==> config.mk <==
export PLATFORM = sky130hd
export DESIGN_NAME = counter_up_down
export DESIGN_NICKNAME = d
export VERILOG_FILES = /design/src/rtl/counter_up_down.sv
export SDC_FILE = /design/constraint.sdc
export NUM_CORES = 1
export LEC_CHECK = 0
export BUFFER_PORTS_ARGS = -buffer_cell sky130_fd_sc_hd__clkbuf_2
export CAP_MARGIN = 20
export CORE_AREA = 5 5 42 44
export CTS_CLUSTER_DIAMETER = 80
export DETAILED_ROUTE_END_ITERATION = 7
export DIE_AREA = 0 0 47 49
export PLACE_DENSITY = 0.46
export SYNTH_ARGS = -nofsm -noshare
export SYNTH_HDL_FRONTEND = slang
export SYNTH_SLANG_ARGS = --single-unit
==> constraint.sdc <==
create_clock -name clk -period 1.9 [get_ports clk]
set_input_delay 0.285 -clock clk [delete_from_list [all_inputs] [get_ports clk]]
set_output_delay 0.285 -clock clk [all_outputs]
set_load 0.05 [all_outputs]
==> src/rtl/counter_up_down.sv <==
// ---------------------------------------------------------------------------
// counter_up_down
//   Parameterised up/down counter with parallel load and a registered
//   wrap (or saturation) indicator. Loading has priority over counting.
//
//   Parameters:
//     WIDTH     counter width in bits (2..32)
//
//   Ports:
//     clk       clock, all state changes on its rising edge
//     rstn      asynchronous active-low reset
//     load_en   load count from 'load' at the next rising edge
//     load      parallel load value
//     down      direction: 0 counts up, 1 counts down
//     count     current counter value (registered)
//     rollover  one-cycle flag marking a wrap / blocked saturating step
//
//   Build option:
//     COUNTER_UD_SATURATE_EN  when defined, counting holds at the limits
//                             instead of wrapping; rollover then flags each
//                             edge whose step was blocked.
// ---------------------------------------------------------------------------
module counter_up_down #(
  parameter int unsigned WIDTH = 4
) (
  input  logic             clk,
  input  logic             rstn,
  input  logic             load_en,
  input  logic [WIDTH-1:0] load,
  input  logic             down,
  output logic [WIDTH-1:0] count,
  output logic             rollover
);

  // One extra bit so the carry/borrow out of the MSB is visible.
  localparam int unsigned EXT_W = WIDTH + 1;

  logic [WIDTH-1:0] count_q, count_d;
  logic             rollover_q, rollover_d;
  logic [WIDTH:0]   inc_c;
  logic [WIDTH:0]   dec_c;

  // Next-state: load, else step with carry/borrow driving rollover.
  always_comb begin
    inc_c      = {1'b0, count_q} + EXT_W'(1);
    dec_c      = {1'b0, count_q} - EXT_W'(1);
    count_d    = count_q;
    rollover_d = 1'b0;
    if (load_en) begin
      count_d = load;
    end else if (!down) begin
`ifdef COUNTER_UD_SATURATE_EN
      // Carry out means the step would leave the range: hold and flag it.
      if (inc_c[WIDTH]) begin
        rollover_d = 1'b1;
      end else begin
        count_d = inc_c[WIDTH-1:0];
      end
`else
      count_d    = inc_c[WIDTH-1:0];
      rollover_d = inc_c[WIDTH];
`endif
    end else begin
`ifdef COUNTER_UD_SATURATE_EN
      // Borrow out means we are at zero: hold and flag it.
      if (dec_c[WIDTH]) begin
        rollover_d = 1'b1;
      end else begin
        count_d = dec_c[WIDTH-1:0];
      end
`else
      count_d    = dec_c[WIDTH-1:0];
      rollover_d = dec_c[WIDTH];
`endif
    end
  end

  // State registers.
  always_ff @(posedge clk or negedge rstn) begin
    if (!rstn) begin
      count_q    <= '0;
      rollover_q <= 1'b0;
    end else begin
      count_q    <= count_d;
      rollover_q <= rollover_d;
    end
  end

  assign count    = count_q;
  assign rollover = rollover_q;

endmodule

==> results of run 1 <==
[final timing paths]
check	depth (start not counted)	slack, ps	to	from
max	4	430	rollover	count[0]
max in group asynchronous	2	1360	count[1]	rstn
min reg2reg	1	580	count[0]	count[0]
min in group asynchronous	2	390	count[2]	rstn
max reg2reg	4	430	rollover	count[0]
min	3	240	count[2]	load[2]
[critical path: cells and delay by family, from the launching register on]
family	cells	cell delay (ps)
fa+ha+maj	1	150
compound gates	1	150
simple gates	1	600
flops	1	430
buf+inv	1	80
[Yosys cell counts (all sizes together)]
master  instances
inv             2
clkbuf          1
o21ai           3
or4b            1
nand2b          1
dfrtp           5
or4bb           1
a21oi           2
nand4b          2
nand2           3
mux2i           1
xor2            1
ha              2
nor2b           1
xnor2           1
a311oi          1
nor2            1
[area by class of cell]
type / count / share of cell area, %
sequential: 5 / 31.1
clock buffer: 4 / 6.52
inverter: 2 / 1.86
timing repair buffer: 13 / 17.4
multi-input combinational: 21 / 38.2
tap: 16 / 4.97
[cell families (layout without fill, tap and decap cells)]
group,count (synthesis),in the layout
DFF,5,5
buffers and inverters,3,19
AOI/OAI and AO/OA,6,6
and+or+nand+nor,10,10
xor gates and xnor gates,2,2
muxes,1,1
adders and majority gates,2,2
[power by group through the flow]
stage | Sequential (W) | Clock (W) | Combinational (W)
6_report | 0.000139 | 0.000126 | 0.000118
5_1_grt | 0.000143 | 0.000138 | 0.000130
4_1_cts | 0.000139 | 0.000133 | 0.000120
3_5_place_dp | 0.000140 | 0 | 0.000118
3_3_place_gp | 0.000140 | 0 | 0.000118
2_1_floorplan | 0.000185 | 0 | 0.0000393
[routing by layer]
metal / track usage [%] / routed length, um
met1: 6.65 / 287
met5: 0 / 0
met3: 5.90 / 97
met2: 8.60 / 282
met4: 4.15 / 0
[through the flow]
step                utilization, %  hold WS (ps)  setup WS [ps]  std cells
finish                        28.7           245            426         61
global route                  28.7           254            341         61
CTS                           28.7           238            423         61
detailed placement            26.2           113            434         56
global placement              26.2           118            455         56
floorplan                        -         -10.6            251         29
[sequential cells by signal, summed over array words and instances, names as in the netlist]
name	cells
rollover	1
count	4
==> flow_summary.toml, run 1 <==
[run_status]
status = "complete, no violations"

[synthesis]
synth_area_leaders = "dfrtp_1 (43%), ha_1 (8.6%), nand4b_1 (6.0%), o21ai_0 (5.2%), or4bb_2 (4.3%)"
ys_seq_area_share_pct = 43.1
synth_cell_type_count = 17
synth.top_cell.area_share_pct = 43.1
synth_mux_area_share_pct = 3.45
synth_top_family_by_area = "simple AND/OR/NAND/NOR gates"
synth_nets = 39
synth_area_sq_um = 290
synth_compound_area_share_pct = 11.6
yosys.area_share.simple_pct = 23.3
yosysTopAreaCell = "dfrtp_1"
synth_xor_area_share_pct = 6.03
ys_warn_count = 0
avgSynthCellArea_sq_um = 10.0
syn-instance-count = 29
synthAdderAreaFrac_pct = 8.62
ys_ff_latch = 5

[die]
core_sq_um = 1400
die_h_um = 49
die_w_um = 47
initial_core_util_pct = 20.7
ioPinCount = 13
rows = 14
fp.dieArea_sq_um = 2300

[setup_path]
cp_max_fo = 6
max_stage_delay_ps = 600
arrival_ps = 1650
path_cells = "inv_1 -> ha_1 -> or4bb_2 -> a21oi_1"
cp_slowest_cell = "or4bb_2"
critPathKind = "register to register"
worstSetupStartpointType = "register"
setup.worst_path.end_class = "register"
critPathRequiredTime_ps = 2070

[timing]
hold_viol = 0
setup_viol = 0
tns_ps = 0
rsz0062_at_grt = "false"
max_freq_mhz = 678
maxSlewViolCount = 0
fin_crit_sh_pct = 77.6
period_minus_slack_ps = 1470
slew_headroom_pct = 81.3
fin_skew_ps = 4.31
tightest_slew_ps = 281

[pwr]
power_density_nw_per_um2 = 951
p_sw_share_pct = 37.7
p_int_w = 0.000239
p_sw_w = 0.000144
totalPowerFinal_w = 0.000383
p_leak_nw = 0.196
pwr-share-clk_pct = 32.8
seq_power_share_pct = 36.3
comb_power_share_pct = 30.9
ir_drop_mv = 0.351

[route]
first_iter_violations = 3
remaining_drc_errors = 0
ant_nets = 0
drtPass1Iterations = 4
vias = 276
viasPerCell = 4.52
routedWlPerCell_um = 10.9
routed_wl_um = 667

[clock_network]
cts_buffers = 3
hold_buffers = 1
cts_max_level = 1
ctsLongestPathBuffers = 2
cts_tree = "built"
clk-insertion-delay-late_ps = 250
clock-root-buffer = "clkbuf_4"
cts.repair.resized = 0
post_cts_buffers = 0
path_clk_slew_ps = 50
clkSinkCount = 5

[place]
port_buffers = 12
dpl_cell_area_sq_um = 367
gp_congestion = 0.668

[worst_hold_path]
min_path_type = "primary input to register"

[grt]
antenna_found_initial = 0
grt_pass1_wl_um = 1010
grt_pass1_vias = 239
grt_max_degree = 11
grt_use_total_pct = 6.57
grt-ovfl-total = 0

[final_layout]
nFillCells = 166
antenna_cells = 0
final_common_cell = "clkbuf_2"
drive_gt1_share_pct = 35.6
multi_input_area_sq_um = 154
nets = 56
syn2layout_area_growth_pct = 38.8
layout_common_cells = "clkbuf_2 (12), dfrtp_1 (5), nand2_1 (3), o21ai_0 (3), clkbuf_4 (3)"
regArea_sq_um = 125
design_area_sq_um = 403

[job]
maxCapViolCount = 0
No activity file was read; power rests on OpenSTA's default activity.
==> inputs of run 2 (changes only) <==
PLACE_DENSITY = 0.48   (was 0.46)
clock period = 1.2 ns   (was 1.9 ns; I/O delays follow)
==> run 2 against run 1 <==
Compared with the run above: highest routed layer is now met4; register-to-register slack worse by 520 ps; the run now ends with negative setup slack left; first-iteration DRC count is 33% lower; cell count is 11% higher; via count is 7.6% higher.
==> flow_summary.toml, run 2 (synthesized netlist as in run 1, its figures left out) <==
[final_layout]
nets = 63
design_area_sq_um = 505
drive_gt1_share_pct = 59.6
antenna_cells = 0
fin_util_pct = 36.1
largest_reg_flops = 4
syn2layout_area_growth_pct = 74.1
layout_common_cells = "clkbuf_2 (8), buf_4 (8), clkbuf_4 (4)"

[timing]
maxSlewViolCount = 0
slew_headroom_pct = 81.7
fin_crit_sh_pct = 108
tightest_slew_ps = 276
setup_slack_ps = -94.2
fin_skew_ps = 1.20
max_freq_mhz = 773
hold_viol = 0
holdWs_ps = 137
setup_viol = 2
rsz0062_at_grt = "true"
period_minus_slack_ps = 1290

[route]
first_iter_violations = 2
routed_wl_um = 777
remaining_drc_errors = 0
routedWlPerCell_um = 11.4
viasPerCell = 4.37
vias = 297
ant_nets = 0
drtPass1Iterations = 2

[job]
maxCapViolCount = 0

[grt]
grt_pass1_wl_um = 1200
grt_use_total_pct = 7.83
grt_max_degree = 11
antenna_found_initial = 0
grt_pass1_vias = 262
grt-ovfl-total = 0

[setup_path]
critPathKind = "register to register"
r2r_slack_ps = -90
setup.worst_path.end_class = "register"
r2r_end = "count[3]"
crit_start = "count[1]"
worstSetupStartpointType = "register"
cp_max_fo = 5
arrival_ps = 1410
critPathRequiredTime_ps = 1320
reg2reg_from = "count[1]"
crit_end = "count[3]"
r2r_cells = 3

[die]
initial_core_util_pct = 20.7
core_sq_um = 1400
fp.dieArea_sq_um = 2300
rows = 14
die_h_um = 49
ioPinCount = 13
die_w_um = 47

[place]
dpl_worst_slack_ps = -95.6
hpwl_um = 600
dpl_cell_area_sq_um = 442
port_buffers = 12
gp_congestion = 0.663

[clock_network]
cts_max_level = 1
cts_buffers = 3
clock-root-buffer = "clkbuf_4"
clkSinkCount = 5
path_clk_slew_ps = 50
clk-insertion-delay-late_ps = 240
cts_tree = "built"
ctsLongestPathBuffers = 2

[pwr]
p_leak_nw = 0.234
power_density_nw_per_um2 = 1400
ir_drop_mv = 0.528
totalPowerFinal_w = 0.000706

[worst_hold_path]
min_from = "load[2]"
min_path_type = "primary input to register"

[run_status]
status = "complete, but fails checks"
violations = "negative setup slack"
[run 2: cell count changes in the layout (fill, tap and decap cells not counted), moves of 2 or more]
cell / delta
clkbuf_2: -4
inv_1: -2
buf_4: +8
dfrtp_2: +3
dfrtp_1: -3
inv_2: +2
[run 2: how the worst min path moves through the flow]
stage                    end  slack [ps]  cells past startpoint
floorplan           count[0]        -120                      0
global placement    rollover          10                      1
detailed placement  rollover          10                      1
CTS                 count[2]         130                      3
global route        count[0]         160                      3
finish              count[2]         140                      3
[run 2: final cells by class]
cell class | count | area (sq um)
well taps | 16 | 20.0
inverters | 2 | 7.51
fillers | 158 | 896
multi-input cells | 21 | 176
repair buffers | 20 | 146
flip-flops and latches | 5 | 129
clock buffers | 4 | 26.3
[run 2: per-layer routing]
layer / part of all wire (%) / track usage, % / vias up
li1: - / - / 153
met5: 0 / 0 / -
met3: 4.5 / 1.48 / 2
met1: 49 / 10.2 / 133
met2: 43 / 9.05 / 9
met4: 3.5 / 9.68 / 0
[run 2: critical path: stages (launching register included)]
cell	delay, ps
dfrtp_2	430
or4b_4	540
a21oi_1	140
a311oi_1	50
[run 2: what timing repair did]
item / CTS / global route
setup endpoints to repair: 5 / 6
pin swaps: 0 / 1
endpoints found under the hold margin: 5 / 0
hold buffers: 1 / 0
gates resized for setup: 6 / 4
setup buffers: 0 / 0
[run 2: power by group]
part / internal (W) / leakage (nW) / switching, W
Sequential: 0.000194 / 0.0577 / 0.0000260
Combinational: 0.000132 / 0.162 / 0.000150
Clock: 0.000126 / 0.0150 / 0.0000773
Total: 0.000452 / 0.234 / 0.000254
[run 2: per-stage QoR]
step	TNS, ps	instances
after detailed placement	-150	63
after global routing	-259	68
final	-155	68
after CTS	-159	68
after global placement	-121	63
after floorplan	-408	29
